`config.mk`:
```
export PLATFORM = sky130hd
export DESIGN_NAME = vga_sync_receiver
export DESIGN_NICKNAME = d
export VERILOG_FILES = /design/src/rtl/vga_timing_pkg.sv /design/src/rtl/sync_edge_detect.sv /design/src/rtl/vga_sync_receiver.sv
export SDC_FILE = /design/constraint.sdc
export NUM_CORES = 1
export LEC_CHECK = 0
export ABC_CLOCK_PERIOD_IN_PS = 2900
export CAP_MARGIN = 0
export CORE_MARGIN = 10
export CORE_UTILIZATION = 50
export DETAILED_ROUTE_END_ITERATION = 7
export PLACE_DENSITY = 0.78
export SLEW_MARGIN = 40
export SYNTH_ARGS = -nofsm -noshare
export SYNTH_HDL_FRONTEND = slang
export SYNTH_SLANG_ARGS = --single-unit
```
`constraint.sdc`:
```
create_clock -name i_clk -period 2.9 [get_ports i_clk]
set_clock_uncertainty 0.1 [all_clocks]
set_input_delay 0.29 -clock i_clk [delete_from_list [all_inputs] [get_ports i_clk]]
set_output_delay 0.29 -clock i_clk [all_outputs]
set_load 0.01 [all_outputs]
```
`src/rtl/vga_timing_pkg.sv`:
```
// Shared 640x480@60 timing constants, counter widths and lock-state encoding
// for the VGA sink path.
package vga_timing_pkg;

    localparam int unsigned H_TOTAL         = 800;
    localparam int unsigned H_SYNC          = 96;
    localparam int unsigned H_START         = 144;
    localparam int unsigned H_ACTIVE        = 640;
    localparam int unsigned V_TOTAL         = 525;
    localparam int unsigned V_SYNC          = 2;
    localparam int unsigned V_START         = 34;
    localparam int unsigned V_ACTIVE        = 480;
    localparam bit          SYNC_ACTIVE_LOW = 1'b1;
    localparam int unsigned LOCK_FRAMES     = 2;

    localparam int unsigned HCNT_W = 11;
    localparam int unsigned VCNT_W = 10;
    localparam int unsigned X_W    = 10;
    localparam int unsigned Y_W    = 9;
    localparam int unsigned RGB_W  = 4;

    typedef enum logic [1:0] {
        SEARCH = 2'd0,
        TRACK  = 2'd1,
        LOCKED = 2'd2
    } lock_state_t;

    typedef struct packed {
        logic [RGB_W-1:0] r;
        logic [RGB_W-1:0] g;
        logic [RGB_W-1:0] b;
    } rgb_t;

endpackage

```
`src/rtl/sync_edge_detect.sv`:
```
// Strobe-gated sync sampler: keeps the last sampled (active-high) sync level
// and flags the assertion edge combinationally in the sampling strobe cycle.
module sync_edge_detect #(
    parameter bit ACTIVE_LOW = 1'b1
) (
    input  logic clk_i,
    input  logic rst_i,
    input  logic stb_i,
    input  logic sync_i,
    output logic edge_c_o
);

    logic asserted_c;
    logic level_q;
    logic level_d;

    assign asserted_c = ACTIVE_LOW ? ~sync_i : sync_i;

    always_comb begin
        level_d = level_q;
        if (stb_i) begin
            level_d = asserted_c;
        end
    end

    always_ff @(posedge clk_i) begin
        if (rst_i) begin
            level_q <= 1'b0;
        end else begin
            level_q <= level_d;
        end
    end

    assign edge_c_o = stb_i & asserted_c & ~level_q;

endmodule

```
`src/rtl/vga_sync_receiver.sv`:
```
// VGA sink: rebuilds pixel coordinates from HS/VS, checks line/frame timing
// and qualifies active pixels once the stream has been locked.
module vga_sync_receiver
    import vga_timing_pkg::*;
#(
    parameter int unsigned H_TOTAL         = vga_timing_pkg::H_TOTAL,
    parameter int unsigned V_TOTAL         = vga_timing_pkg::V_TOTAL,
    parameter int unsigned H_START         = vga_timing_pkg::H_START,
    parameter int unsigned H_ACTIVE        = vga_timing_pkg::H_ACTIVE,
    parameter int unsigned V_START         = vga_timing_pkg::V_START,
    parameter int unsigned V_ACTIVE        = vga_timing_pkg::V_ACTIVE,
    parameter bit          SYNC_ACTIVE_LOW = vga_timing_pkg::SYNC_ACTIVE_LOW,
    parameter int unsigned LOCK_FRAMES     = vga_timing_pkg::LOCK_FRAMES
) (
    input  logic             i_clk,
    input  logic             i_rst,
    input  logic             i_pix_stb,
    input  logic             i_hs,
    input  logic             i_vs,
    input  logic [RGB_W-1:0] i_r,
    input  logic [RGB_W-1:0] i_g,
    input  logic [RGB_W-1:0] i_b,
    output logic [X_W-1:0]   o_x,
    output logic [Y_W-1:0]   o_y,
    output logic [RGB_W-1:0] o_r,
    output logic [RGB_W-1:0] o_g,
    output logic [RGB_W-1:0] o_b,
    output logic             o_pix_valid,
    output logic             o_frame_start,
    output logic             o_locked,
    output logic             o_err
);

    localparam int unsigned GF_W = $clog2(LOCK_FRAMES + 1);

    localparam logic [HCNT_W-1:0] HCNT_MAX = '1;
    localparam logic [VCNT_W-1:0] VCNT_MAX = '1;
    localparam logic [HCNT_W-1:0] H_LAST   = HCNT_W'(H_TOTAL - 1);
    localparam logic [VCNT_W-1:0] V_LAST   = VCNT_W'(V_TOTAL - 1);
    localparam logic [HCNT_W-1:0] H_LO     = HCNT_W'(H_START);
    localparam logic [HCNT_W-1:0] H_HI     = HCNT_W'(H_START + H_ACTIVE);
    localparam logic [VCNT_W-1:0] V_LO     = VCNT_W'(V_START);
    localparam logic [VCNT_W-1:0] V_HI     = VCNT_W'(V_START + V_ACTIVE);

    logic hs_edge_c;
    logic vs_edge_c;
    logic resolve_c;
    logic line_bad_c;
    logic frame_bad_c;
    logic sat_c;
    logic active_c;
    rgb_t rgb_in_c;

    logic [HCNT_W-1:0] hcnt_q,  hcnt_d;
    logic [VCNT_W-1:0] vcnt_q,  vcnt_d;
    logic              vs_pend_q, vs_pend_d;
    logic [GF_W-1:0]   gf_q,    gf_d;
    lock_state_t       state_q, state_d;

    logic [X_W-1:0] x_q, x_d;
    logic [Y_W-1:0] y_q, y_d;
    rgb_t           rgb_q, rgb_d;
    logic           valid_q, valid_d;
    logic           fs_q, fs_d;
    logic           locked_q, locked_d;
    logic           err_q, err_d;

    sync_edge_detect #(.ACTIVE_LOW(SYNC_ACTIVE_LOW)) u_hs_edge (
        .clk_i    (i_clk),
        .rst_i    (i_rst),
        .stb_i    (i_pix_stb),
        .sync_i   (i_hs),
        .edge_c_o (hs_edge_c)
    );

    sync_edge_detect #(.ACTIVE_LOW(SYNC_ACTIVE_LOW)) u_vs_edge (
        .clk_i    (i_clk),
        .rst_i    (i_rst),
        .stb_i    (i_pix_stb),
        .sync_i   (i_vs),
        .edge_c_o (vs_edge_c)
    );

    assign rgb_in_c = '{r: i_r, g: i_g, b: i_b};

    // Counters, timing checks and lock FSM; all advance only on a pixel strobe.
    always_comb begin
        hcnt_d      = hcnt_q;
        vcnt_d      = vcnt_q;
        vs_pend_d   = vs_pend_q;
        gf_d        = gf_q;
        state_d     = state_q;
        x_d         = x_q;
        y_d         = y_q;
        rgb_d       = rgb_q;
        valid_d     = 1'b0;
        fs_d        = 1'b0;
        err_d       = 1'b0;
        resolve_c   = 1'b0;
        line_bad_c  = 1'b0;
        frame_bad_c = 1'b0;
        sat_c       = 1'b0;
        active_c    = 1'b0;

        if (i_pix_stb) begin
            resolve_c = hs_edge_c & vs_pend_q;

            if (hs_edge_c) begin
                hcnt_d     = '0;
                line_bad_c = (hcnt_q != H_LAST);
                if (resolve_c) begin
                    vcnt_d      = '0;
                    frame_bad_c = (vcnt_q != V_LAST);
                end else if (vcnt_q != VCNT_MAX) begin
                    vcnt_d = vcnt_q + VCNT_W'(1);
                    sat_c  = (vcnt_d == VCNT_MAX);
                end
            end else if (hcnt_q != HCNT_MAX) begin
                hcnt_d = hcnt_q + HCNT_W'(1);
                sat_c  = (hcnt_d == HCNT_MAX);
            end

            // A VS edge landing on the resolving HS edge re-arms for the next one.
            if (vs_edge_c) begin
                vs_pend_d = 1'b1;
            end else if (resolve_c) begin
                vs_pend_d = 1'b0;
            end

            case (state_q)
                SEARCH: begin
                    if (resolve_c) begin
                        state_d = TRACK;
                        gf_d    = '0;
                    end
                end
                TRACK: begin
                    if (line_bad_c || frame_bad_c) begin
                        err_d   = 1'b1;
                        state_d = SEARCH;
                    end else if (resolve_c) begin
                        gf_d = gf_q + GF_W'(1);
                        if (gf_d == GF_W'(LOCK_FRAMES)) begin
                            state_d = LOCKED;
                        end
                    end
                end
                LOCKED: begin
                    if (line_bad_c || frame_bad_c || sat_c) begin
                        err_d   = 1'b1;
                        state_d = SEARCH;
                    end
                end
                default: state_d = SEARCH;
            endcase

            active_c = (hcnt_d >= H_LO) && (hcnt_d < H_HI) &&
                       (vcnt_d >= V_LO) && (vcnt_d < V_HI);
            x_d      = X_W'(hcnt_d - H_LO);
            y_d      = Y_W'(vcnt_d - V_LO);
            rgb_d    = rgb_in_c;
            valid_d  = (state_d == LOCKED) && active_c;
            fs_d     = valid_d && (hcnt_d == H_LO) && (vcnt_d == V_LO);
        end

        locked_d = (state_d == LOCKED);
    end

    always_ff @(posedge i_clk) begin
        if (i_rst) begin
            hcnt_q    <= '0;
            vcnt_q    <= '0;
            vs_pend_q <= 1'b0;
            gf_q      <= '0;
            state_q   <= SEARCH;
            x_q       <= '0;
            y_q       <= '0;
            rgb_q     <= '0;
            valid_q   <= 1'b0;
            fs_q      <= 1'b0;
            locked_q  <= 1'b0;
            err_q     <= 1'b0;
        end else begin
            hcnt_q    <= hcnt_d;
            vcnt_q    <= vcnt_d;
            vs_pend_q <= vs_pend_d;
            gf_q      <= gf_d;
            state_q   <= state_d;
            x_q       <= x_d;
            y_q       <= y_d;
            rgb_q     <= rgb_d;
            valid_q   <= valid_d;
            fs_q      <= fs_d;
            locked_q  <= locked_d;
            err_q     <= err_d;
        end
    end

    assign o_x           = x_q;
    assign o_y           = y_q;
    assign o_r           = rgb_q.r;
    assign o_g           = rgb_q.g;
    assign o_b           = rgb_q.b;
    assign o_pix_valid   = valid_q;
    assign o_frame_start = fs_q;
    assign o_locked      = locked_q;
    assign o_err         = err_q;

endmodule

```
Yosys cells after proc, flatten, opt, wreduce, memory -nomap -nowiden
Cells that the tools add are included.
Word-level totals
  bits in registers: 63
  bits in latches: 0
  bits in writable memories: 0
  ROM bits: 0
  input bits: 17
  output and inout bits: 35
  memories kept: 0
Cells by class
  add/subtract/negate cells: 5
  multiply operators: 0
  divide/modulo/power cells: 0
  $lt $le $gt $ge: 4
  equality and inequality tests: 16
  shift operators: 0
  mux-type cells: 34
  bitwise logic cells: 10
  reduce and logical (&&, ||, !) cells: 14
Operators with widths (number)
  10-bit 2-to-1 mux: 4
  11-bit 2-to-1 mux: 3
  2-bit 2-to-1 mux: 10
  10-bit inequality test (second input constant): 2
  1-bit 2-to-1 mux: 14
  11-bit by 1-bit adder with 11-bit output (second input constant): 1
  11-bit == test (second input constant): 1
  11-bit by 8-bit == test with 1-bit output (second input constant): 1
  11-bit by 8-bit >= comparator with 1-bit output (second input constant): 1
  11-bit by 10-bit less-than comparator with 1-bit output (second input constant): 1
  11-bit by 10-bit inequality test with 1-bit output (second input constant): 1
  11-bit inequality test (second input constant): 1
  10-bit by 1-bit adder with 10-bit output (second input constant): 1
  10-bit == test (second input constant): 1
  10-bit by 6-bit == test with 1-bit output (second input constant): 1
  10-bit by 6-bit >= comparator with 1-bit output (second input constant): 1
  10-bit less-than comparator (second input constant): 1
  10-bit by 8-bit subtractor with 10-bit output (second input constant): 1
  9-bit by 6-bit subtractor with 9-bit output (second input constant): 1
  2-bit == test (second input constant): 4
  1-bit logical AND: 6
  2-bit inequality test (second input constant): 3
  2-bit one-hot mux with 3 select lines: 1
  1-bit bitwise AND: 5
  other kinds (11): 17

Logic depth before layout (Yosys ltp)
Gate-level depths: netlist (run 1).
  depth after elaboration: 16
  mapped depth: 12

By module
From an unflattened synthesis (run 1), not the netlist that was laid out.
Second synthesis, totals
  cell total of the unflattened synthesis: 465
  area, all modules: 3619.7 µm²
By module, submodules not included
  vga_sync_receiver: times used 1, cells an instance 457, area each 3542.1 µm², sequential area each 1121.1 µm²
  sync_edge_detect: times used 2, cells an instance 4, area each 38.8 µm², sequential area each 20.0 µm²

Least setup slack after synthesis (run 1)
OpenSTA, ideal clock, no wires.
  kind: reg-to-reg
  start: register hcnt_q[1]
  end: register fs_q (netlist: o_frame_start)
  setup time: 73 ps
  arrival time: 2523 ps
  required time: 2727 ps
  setup slack: 204 ps
  cell stages (with the launch flop): 11
  clock period less this slack: 2696 ps
  cell sequence: dfxtp_1 -> ha_1 -> and4_1 -> buf_4 -> nand3_1 -> a21oi_1 -> ha_1 -> and4_1 -> o211ai_1 -> or4_1 -> nor3_2
On the way
  longest elaborated chain between the ends: 13
RTL lines
  start: declaration: RTL line vga_sync_receiver.sv:54  | logic [HCNT_W-1:0] hcnt_q, hcnt_d;
  start signal: assignment: RTL line vga_sync_receiver.sv:184  | hcnt_q <= hcnt_d;
  11-bit by 1-bit adder with 11-bit output: RTL line vga_sync_receiver.sv:119  | hcnt_d = hcnt_q + HCNT_W'(1);
  11-bit == test: RTL line vga_sync_receiver.sv:120  | sat_c = (hcnt_d == HCNT_MAX);
  1-bit 2-to-1 mux: RTL line vga_sync_receiver.sv:118  | end else if (hcnt_q != HCNT_MAX) begin
  1-bit 2-to-1 mux: RTL line vga_sync_receiver.sv:108  | if (hs_edge_c) begin
  1-bit 2-to-1 mux: RTL line vga_sync_receiver.sv:105  | if (i_pix_stb) begin
  1-bit logical OR: RTL line vga_sync_receiver.sv:149  | if (line_bad_c || frame_bad_c || sat_c) begin
  2-bit 2-to-1 mux: RTL line vga_sync_receiver.sv:149
  2-bit one-hot mux with 3 select lines: RTL line vga_sync_receiver.sv:130  | case (state_q)
  2-bit 2-to-1 mux: RTL line vga_sync_receiver.sv:105
  2-bit == test: RTL line vga_sync_receiver.sv:162  | valid_d = (state_d == LOCKED) && active_c;
  1-bit logical AND: RTL line vga_sync_receiver.sv:162
  1-bit logical AND (*) (2 in series): RTL line vga_sync_receiver.sv:163  | fs_d = valid_d && (hcnt_d == H_LO) && (vcnt_d == V_LO);
  end signal: assignment: RTL line vga_sync_receiver.sv:193  | fs_q <= fs_d;
  end: declaration: RTL line vga_sync_receiver.sv:64  | logic fs_q, fs_d;
Mark *: on every way between the ends. The rest lies on a longest branch, timed or not. The select of a mux whose other input is x is not followed.
A chain may end at the register's enable or synchronous reset.

Final worst setup path (run 1)
  start: register hcnt_q[2]
  end: register locked_q (netlist: o_locked)
On the way
  longest elaborated chain between the ends: 11
RTL lines
  11-bit by 1-bit adder with 11-bit output: RTL line vga_sync_receiver.sv:119
  11-bit == test: RTL line vga_sync_receiver.sv:120
  1-bit 2-to-1 mux: RTL line vga_sync_receiver.sv:118
  1-bit 2-to-1 mux: RTL line vga_sync_receiver.sv:108
  1-bit 2-to-1 mux: RTL line vga_sync_receiver.sv:105
  1-bit logical OR: RTL line vga_sync_receiver.sv:149
  2-bit 2-to-1 mux: RTL line vga_sync_receiver.sv:149
  2-bit one-hot mux with 3 select lines (*): RTL line vga_sync_receiver.sv:130
  2-bit 2-to-1 mux (*) (2 in series): RTL line vga_sync_receiver.sv:105
  2-bit == test (*): RTL line vga_sync_receiver.sv:166  | locked_d = (state_d == LOCKED);
  end signal: assignment: RTL line vga_sync_receiver.sv:194  | locked_q <= locked_d;
  end: declaration: RTL line vga_sync_receiver.sv:65  | logic locked_q, locked_d;
Marks and branches as above.

==> results of run 1 <==
[kinds of logic after synthesis]
family | count (synthesis) | share of synthesized area, %
AOI/OAI and AO/OA | 101 | 21.1
DFF | 58 | 31.7
xor gates and xnor gates | 10 | 2.39
muxes | 24 | 6.55
adders and majority gates | 13 | 4.44
and+or+nand+nor | 175 | 26.3
buffers and inverters | 58 | 7.54
[cell usage after synthesis (all sizes together) (2+ instances only)]
cell type / n
a21oi: 18
nor4: 6
o22ai: 3
xnor2: 7
a31oi: 12
nand3b: 2
a41o: 2
dfxtp: 58
nand3: 15
a21o: 2
and4: 9
and3: 6
or3: 6
a22oi: 4
ha: 13
buf: 30
o41ai: 3
a311oi: 2
o21ai: 15
o211ai: 4
a21bo: 2
nand2: 19
nand4: 7
o311ai: 3
or4: 3
nor3b: 2
and3b: 2
nor3: 11
a211oi: 17
nor2: 64
xor2: 3
nand2b: 5
clkbuf: 11
and2: 5
inv: 17
nor2b: 5
mux2i: 24
a21boi: 2
nand4b: 2
or3b: 2
[through the flow]
step	instances	hold slack, ns	power [mW]	setup WS [ns]
2_1_floorplan	439	0.289	1.00	0.204
3_3_place_gp	570	0.362	1.11	0.146
3_5_place_dp	570	0.367	1.11	0.0923
4_1_cts	586	0.179	1.74	0.112
5_1_grt	586	0.182	1.81	0.00927
6_report	586	0.183	1.73	0.180
[final cells by class]
cell class | instances | area [um2] | share of cell area, %
repair buffers | 73 | 691 | 15.5
clock buffers | 11 | 131 | 2.95
flip-flops and latches | 58 | 1160 | 26.1
inverters | 17 | 63.8 | 1.44
well taps | 99 | 124 | 2.79
multi-input cells | 323 | 2240 | 50.5
clock inverters | 5 | 31.3 | 0.703
[repair_timing]
item,CTS,global route
gates resized for setup,0,3
setup endpoints to repair,0,4
hold buffers,0,0
[registers in the layout (all words and copies together) (netlist names)]
register,count
hcnt_q,11
vcnt_q,10
o_y,8
o_x,6
o_b,4
o_g,4
o_r,4
gf_q,2
state_q,2
o_err,1
o_frame_start,1
o_locked,1
o_pix_valid,1
u_hs_edge.level_q,1
u_vs_edge.level_q,1
vs_pend_q,1
[metal layers]
| layer | wire length [um] | up-vias |
|---|---|---|
| met1 | 4470 | 1564 |
| met5 | 0 | - |
| met4 | 131 | 0 |
| li1 | - | 1683 |
| met3 | 619 | 14 |
| met2 | 4350 | 106 |
[worst max-delay path by stage]
stage / startpoint / endpoint / slack (ns) / depth (start not counted)
floorplan: hcnt_q[1] / o_frame_start / 0.20 / 10
global placement: i_hs / o_locked / 0.15 / 8
detailed placement: i_hs / o_locked / 0.09 / 9
CTS: hcnt_q[2] / o_frame_start / 0.11 / 8
global route: hcnt_q[6] / o_frame_start / 0.009 / 8
finish: hcnt_q[2] / o_locked / 0.18 / 8
[worst register-to-register path, cell delays in order, from the launching register on]
cell	delay [ns]
dfxtp_1	0.53
and4_1	0.35
buf_4	0.19
a41o_1	0.22
a21bo_2	0.29
o41ai_1	0.36
a31oi_1	0.10
buf_4	0.16
a2111oi_2	0.32
[report_power, final]
part / switching, mW / internal [mW] / total [mW]
registers: 0.0209 / 0.828 / 0.849
logic: 0.123 / 0.123 / 0.245
clock network: 0.327 / 0.307 / 0.634
total: 0.470 / 1.26 / 1.73
==> flow_summary.ini, run 1 <==
[global_route]
antenna_found_initial = 0
gr-usage-met2_pct = 27.3
grt_pass1_wl_mm = 16.4
busiest_layer = met2
grt_max_degree = 64
grt_overflow = 0
grt_util_all_layers_pct = 17.6
grt_pass1_vias = 3280
use_met1_pct = 23.0
use_met3_pct = 5.42

[placement]
gp_congestion = 0.903
port_buffers = 51
placed_area_um2 = 4270
dpl.hpwl_mm = 7.10

[routing]
remaining_drc_errors = 0
wl_per_cell_um = 16.3
routed_wl_mm = 9.57
vias = 3367
antenna_left = 0
routed_via_density = 5.75
dr.first_iter.drc_count = 184
drt_pre_antenna_iters = 4

[status]
outcome = completed

[finish]
area_growth_pct = 21.3
final.fill_count = 644
n_antenna_cell = 0
layout_common_cells = nor2_1 (63), dfxtp_1 (58), clkdlybuf4s50_1 (49)
nets = 512
fin_util_pct = 62.0
design_area_um2 = 4450
drive_gt1_share_pct = 12.9
final_common_cell = nor2_1

[timing]
min_period_ns = 2.72
fin_crit_sh_pct = 93.8
fmax_ghz = 0.368
hold_violations = 0
setup-tns-final_ns = 0
tightestPinTransition_ns = 0.743
max-slew-margin-rel_pct = 50.5
maxSlewViolCount = 0
rsz0062_at_grt = false
finalSetupViolations = 0

[clock_tree]
clk_path_buf_depth = 2
clock-sinks = 58
clock_latency_ns = 0.34
post_cts_buffers = 0
htree_levels = 3
path_clk_slew_ns = 0.06
cts_made_buffers = 9
cts_tree = built
cts_root_buf = clkbuf_8

[setup_path]
crit_chain = and4_1 -> buf_4 -> a41o_1 -> a21bo_2 -> o41ai_1 -> a31oi_1 -> buf_4 -> a2111oi_2
rr_endpoint = o_locked
crit_buf_inv = 2
worstSetupEndpointType = register
critPathMaxFanout = 11
critPathKind = reg2reg
cpPeakStageDelay_ns = 0.53
crit_top_cell = buf_4
critical_path.startpoint_type = register
arrival_ns = 2.85
r2r_setup_slack_ns = 0.18
reg2reg_from = hcnt_q[2]
slowest_stage = dfxtp_1
reg2reg_depth = 8
crit_family = compound AO/OA/AOI/OAI gates
crit_required_ns = 3.03

[power]
peakVddDrop_uv = 308
p_per_area_nw_per_um2 = 389
leakagePower_nw = 1.69

[floorplan]
die_x_um = 106
core_area_um2 = 7180
fp.dieArea_um2 = 11200
ios = 52
die_h_um = 106
start_util_pct = 51.1
num_rows = 31

[synth]
async_flop_share_pct = 0
synth-edff-count = 0
syn_area_um2 = 3670
avgSynthCellArea_um2 = 8.35
ys_ff_latch = 58
synthTopCellsByArea = dfxtp_1 (32%), mux2i_1 (6.6%), nor2_1 (6.5%), ha_1 (4.4%), a211oi_1 (3.3%)
synth_top_area_share_pct = 31.7
ys_types = 75
ys_warn_count = 0
synth_top_area_cell = dfxtp_1
syn_inst = 439
syn_nets = 469
ys.flop_type = dfxtp_1
ys_seq_area_share_pct = 31.7

[run]
maxCapViolations = 0

[hold_path]
min_to = o_y[6]
hp-class = in2reg
worstHoldStart = i_rst
whs_path_depth = 3
Note: power is estimated with default switching activity, not from simulation.
==> run 2, diff against run 1 <==
--- a/config.mk
+++ b/config.mk
@@ -10,7 +10,7 @@
 export CORE_MARGIN = 10
 export CORE_UTILIZATION = 50
 export DETAILED_ROUTE_END_ITERATION = 7
-export PLACE_DENSITY = 0.78
+export PLACE_DENSITY = 0.77
 export SLEW_MARGIN = 40
 export SYNTH_ARGS = -nofsm -noshare
 export SYNTH_HDL_FRONTEND = slang
==> flow_summary.ini, run 2 (synthesized netlist as in run 1, its figures left out) <==
[setup_path]
crit_buf_inv = 2
critical_path.startpoint_type = register
crit_required_ns = 3.04
critPathKind = reg2reg
crit_chain = ha_2 -> and4_1 -> buf_4 -> a41o_1 -> a21bo_2 -> a31oi_1 -> a31oi_1 -> buf_4 -> a2111oi_2
crit_family = compound AO/OA/AOI/OAI gates
worstSetupEndpointType = register
cpPeakStageDelay_ns = 0.35
arrival_ns = 2.87
slowest_stage = dfxtp_1
critPathMaxFanout = 8

[routing]
remaining_drc_errors = 0
wl_met1_mm = 4.38
routed_wl_mm = 9.35
met2WireLength_mm = 4.02
antenna_left = 0
vias = 3448
drt_pre_antenna_iters = 6
dr.max_layer_used = met4
wl_per_cell_um = 16.0
dr_wl_met3_um = 766
dr.first_iter.drc_count = 258
routed_via_density = 5.90

[finish]
fin_cells = 584
final_common_cell = nor2_1
layout_common_cells = nor2_1 (63), dfxtp_1 (57), clkdlybuf4s50_1 (49)
nets = 510
area_growth_pct = 22.5
top_register = hcnt_q
n_antenna_cell = 0
largest_reg_flops = 11
fin_util_pct = 62.6
drive_gt1_share_pct = 13.0

[power]
p_sw_uw = 468
p_int_mw = 1.46
peakVddDrop_uv = 511
p_sw_share_pct = 24.3
pwr-share-comb_pct = 12.9
leakagePower_nw = 1.70
clock_power_share_pct = 43.0
pwr-share-seq_pct = 44.1
p_per_area_nw_per_um2 = 429

[timing]
max-slew-margin-rel_pct = 50.5
fmax_ghz = 0.366
fin_crit_sh_pct = 94.2
rsz0062_at_grt = false
finalSetupViolations = 0
fin_ws_ns = 0.167
maxSlewViolCount = 0
min_period_ns = 2.73
tightestPinTransition_ns = 0.742
hold_violations = 0

[floorplan]
fp.dieArea_um2 = 11200
die_h_um = 106
num_rows = 31
start_util_pct = 51.1
ios = 52
core_area_um2 = 7180
die_x_um = 106

[placement]
dp_cells = 568
gp_congestion = 0.971
dpl.hpwl_mm = 6.74
pre_cts_ws_ns = 0.00327
port_buffers = 51

[clock_tree]
post_cts_buffers = 0
path_clk_slew_ns = 0.07
clock_latency_ns = 0.34
cts_made_buffers = 9
clock-sinks = 58
cts_tree = built
cts_root_buf = clkbuf_8
clk_path_buf_depth = 2
htree_levels = 3

[global_route]
grt_pass1_wl_mm = 15.9
grt_pass1_vias = 3279
grt_util_all_layers_pct = 17.0
grt_max_degree = 64
grt_overflow = 0
antenna_found_initial = 0

[status]
outcome = completed

[hold_path]
hp-class = in2reg

[run]
maxCapViolations = 0
## run 2: path summary, 6_finish.rpt
check / from / to / slack [ns] / depth (start not counted)
setup / recovery: hcnt_q[0] / o_locked / 0.17 / 9
setup reg to reg: hcnt_q[0] / o_locked / 0.17 / 9
hold / removal: i_rst / o_g[3] / 0.23 / 2
hold reg to reg: o_y[2] / o_y[2] / 0.38 / 2
## run 2: timing repair
action | in CTS | in global routing
gates resized for setup | 1 | 4
hold buffers | 0 | 0
endpoints found under the setup margin | 1 | 5
## run 2: cell type report
type / count / area [um2]
Tap cell: 99 / 124
Inverter: 17 / 63.8
Clock inverter: 5 / 77.6
Clock buffer: 11 / 141
Fill cell: 615 / 2690
Sequential cell: 58 / 1160
Multi-Input combinational cell: 323 / 2240
Timing Repair Buffer: 71 / 676
## run 2: power by group through the flow
stage          sequential, mW  combinational [mW]  clock [mW]
2_1_floorplan           0.874               0.128           0
3_3_place_gp            0.864               0.242           0
3_5_place_dp            0.866               0.248           0
4_1_cts                 0.848               0.249       0.844
5_1_grt                 0.852               0.272       0.880
6_report                0.849               0.248       0.827
## run 2: through the flow
stage	hold WS (ns)	TNS [ns]	area, um2	power, mW
after detailed placement	0.369	0	4250	1.11
final	0.225	0	4490	1.92
after global routing	0.233	0	4490	2.00
after global placement	0.361	-0.0152	4250	1.11
after CTS	0.218	0	4480	1.94
after floorplan	0.289	0	3670	1.00
## run 2: routing by layer
layer | GRT usage, % | vias to the layer above
met5 | 0 | -
met4 | 6.58 | 0
met3 | 6.21 | 19
met2 | 26.3 | 149
met1 | 21.0 | 1590
li1 | - | 1690
==> run 3, diff against run 2 <==
--- a/config.mk
+++ b/config.mk
@@ -10,7 +10,9 @@
 export CORE_MARGIN = 10
 export CORE_UTILIZATION = 50
 export DETAILED_ROUTE_END_ITERATION = 7
+export GPL_ROUTABILITY_DRIVEN = 0
 export PLACE_DENSITY = 0.77
+export SETUP_SLACK_MARGIN = 0.15
 export SLEW_MARGIN = 40
 export SYNTH_ARGS = -nofsm -noshare
 export SYNTH_HDL_FRONTEND = slang
==> flow_summary.ini, run 3 (synthesized netlist as in run 1, its figures left out) <==
[setup_path]
crit_required_ns = 3.08
cpPeakStageDelay_ns = 0.55
slowest_stage = or4_1
critPathMaxFanout = 11
arrival_ns = 2.81
crit_chain = and4_2 -> nand3_1 -> a21oi_4 -> ha_1 -> and4_1 -> o211ai_1 -> or4_1 -> nor3_2
critical_path.startpoint_type = register
worstSetupEndpointType = register
critPathKind = reg2reg
path_depth = 8
crit_family = simple AND/OR/NAND/NOR gates
reg2reg_depth = 8
r2r_setup_slack_ns = 0.27
crit_buf_inv = 0

[power]
leakagePower_nw = 1.71
p_sw_share_pct = 25.1
pwr-share-comb_pct = 12.8
clock_power_share_pct = 43.6
pwr-share-seq_pct = 43.6
p_int_mw = 1.46
peakVddDrop_uv = 348
p_sw_uw = 488
p_per_area_nw_per_um2 = 428

[finish]
final_common_cell = nor2_1
largest_reg_flops = 11
n_antenna_cell = 0
drive_gt1_share_pct = 15.4
top_register = hcnt_q
area_growth_pct = 24.1
nets = 513
layout_common_cells = nor2_1 (63), dfxtp_1 (55), clkdlybuf4s50_1 (49)
design_area_um2 = 4550

[floorplan]
core_area_um2 = 7180
fp.dieArea_um2 = 11200
ios = 52
die_h_um = 106
start_util_pct = 51.1
num_rows = 31
die_x_um = 106

[hold_path]
hp-class = in2reg
whs_path_depth = 2

[clock_tree]
htree_levels = 3
path_clk_slew_ns = 0.07
cts_root_buf = clkbuf_8
clock-sinks = 58
clock_latency_ns = 0.34
cts_tree = built
hold_buffers = 0
clk_path_buf_depth = 2
cts_made_buffers = 9

[timing]
fmax_ghz = 0.381
maxSlewViolCount = 0
min_period_ns = 2.63
rsz0062_at_grt = true
fin_ws_ns = 0.274
setup-tns-final_ns = 0
finalSetupViolations = 0
tightestPinTransition_ns = 0.677
fin_crit_sh_pct = 90.6
max-slew-margin-rel_pct = 54.9
hold_violations = 0

[routing]
remaining_drc_errors = 0
dr.first_iter.drc_count = 328
antenna_left = 0
vias = 3450
routed_wl_mm = 9.38
routed_via_density = 5.88
drt_pre_antenna_iters = 5
wl_per_cell_um = 16.0

[placement]
pre_cts_ws_ns = 0.0376
port_buffers = 51
placed_area_um2 = 4260
dpl.hpwl_mm = 6.83

[global_route]
antenna_found_initial = 0
grt_max_degree = 57
grt_pass1_vias = 3297
grt_util_all_layers_pct = 16.9
grt_pass1_wl_mm = 15.9
grt_overflow = 0

[status]
outcome = completed

[run]
maxCapViolations = 0
## run 3: worst register-to-register path: stages (launching register included)
cell and delay (ns):
dfxtp_1 0.47, and4_2 0.39, nand3_1 0.23, a21oi_4 0.28, ha_1 0.16, and4_1 0.16
o211ai_1 0.11, or4_1 0.55, nor3_2 0.10
## run 3: metrics by stage
| stage | total power, mW | cells | util (%) | hold WS [ns] |
|---|---|---|---|---|
| finish | 1.95 | 587 | 63.4 | 0.180 |
| global route | 2.03 | 587 | 63.4 | 0.195 |
| CTS | 1.96 | 586 | 62.5 | 0.185 |
| detailed placement | 1.11 | 570 | 59.3 | 0.365 |
| global placement | 1.11 | 570 | 59.3 | 0.360 |
| floorplan | 1.00 | 439 | - | 0.289 |
## run 3: worst paths after layout
path                  start       endpoint
setup reg to reg  hcnt_q[3]  o_frame_start
setup / recovery  hcnt_q[3]  o_frame_start
hold reg to reg      o_x[7]         o_x[7]
hold / removal        i_rst         o_g[3]
## run 3: cell type report
cell class / instances / area [um2]
Timing Repair Buffer: 74 / 686
Inverter: 17 / 63.8
Sequential cell: 58 / 1160
Clock inverter: 6 / 88.8
Tap cell: 99 / 124
Fill cell: 612 / 2630
Multi-Input combinational cell: 323 / 2290
Clock buffer: 10 / 138
## run 3: power by group through the flow
stage          Combinational [mW]  Sequential, mW  Clock [mW]
3_3_place_gp                0.242           0.864           0
4_1_cts                     0.249           0.848       0.865
2_1_floorplan               0.128           0.874           0
3_5_place_dp                0.247           0.865           0
6_report                    0.249           0.848       0.849
5_1_grt                     0.275           0.852       0.898
## run 3: timing repair
item	in CTS	in global routing
resized for setup	2	13
setup buffers	0	1
endpoints found under the setup margin	3	7
pin swaps	0	0
## run 3: routing by layer
layer,track usage (%),vias to the layer above,part of all wire [%]
li1,-,1683,-
met1,21.5,1598,45
met2,25.3,148,44
met3,6.76,21,9.5
met4,5.61,0,1.7
met5,0,-,0
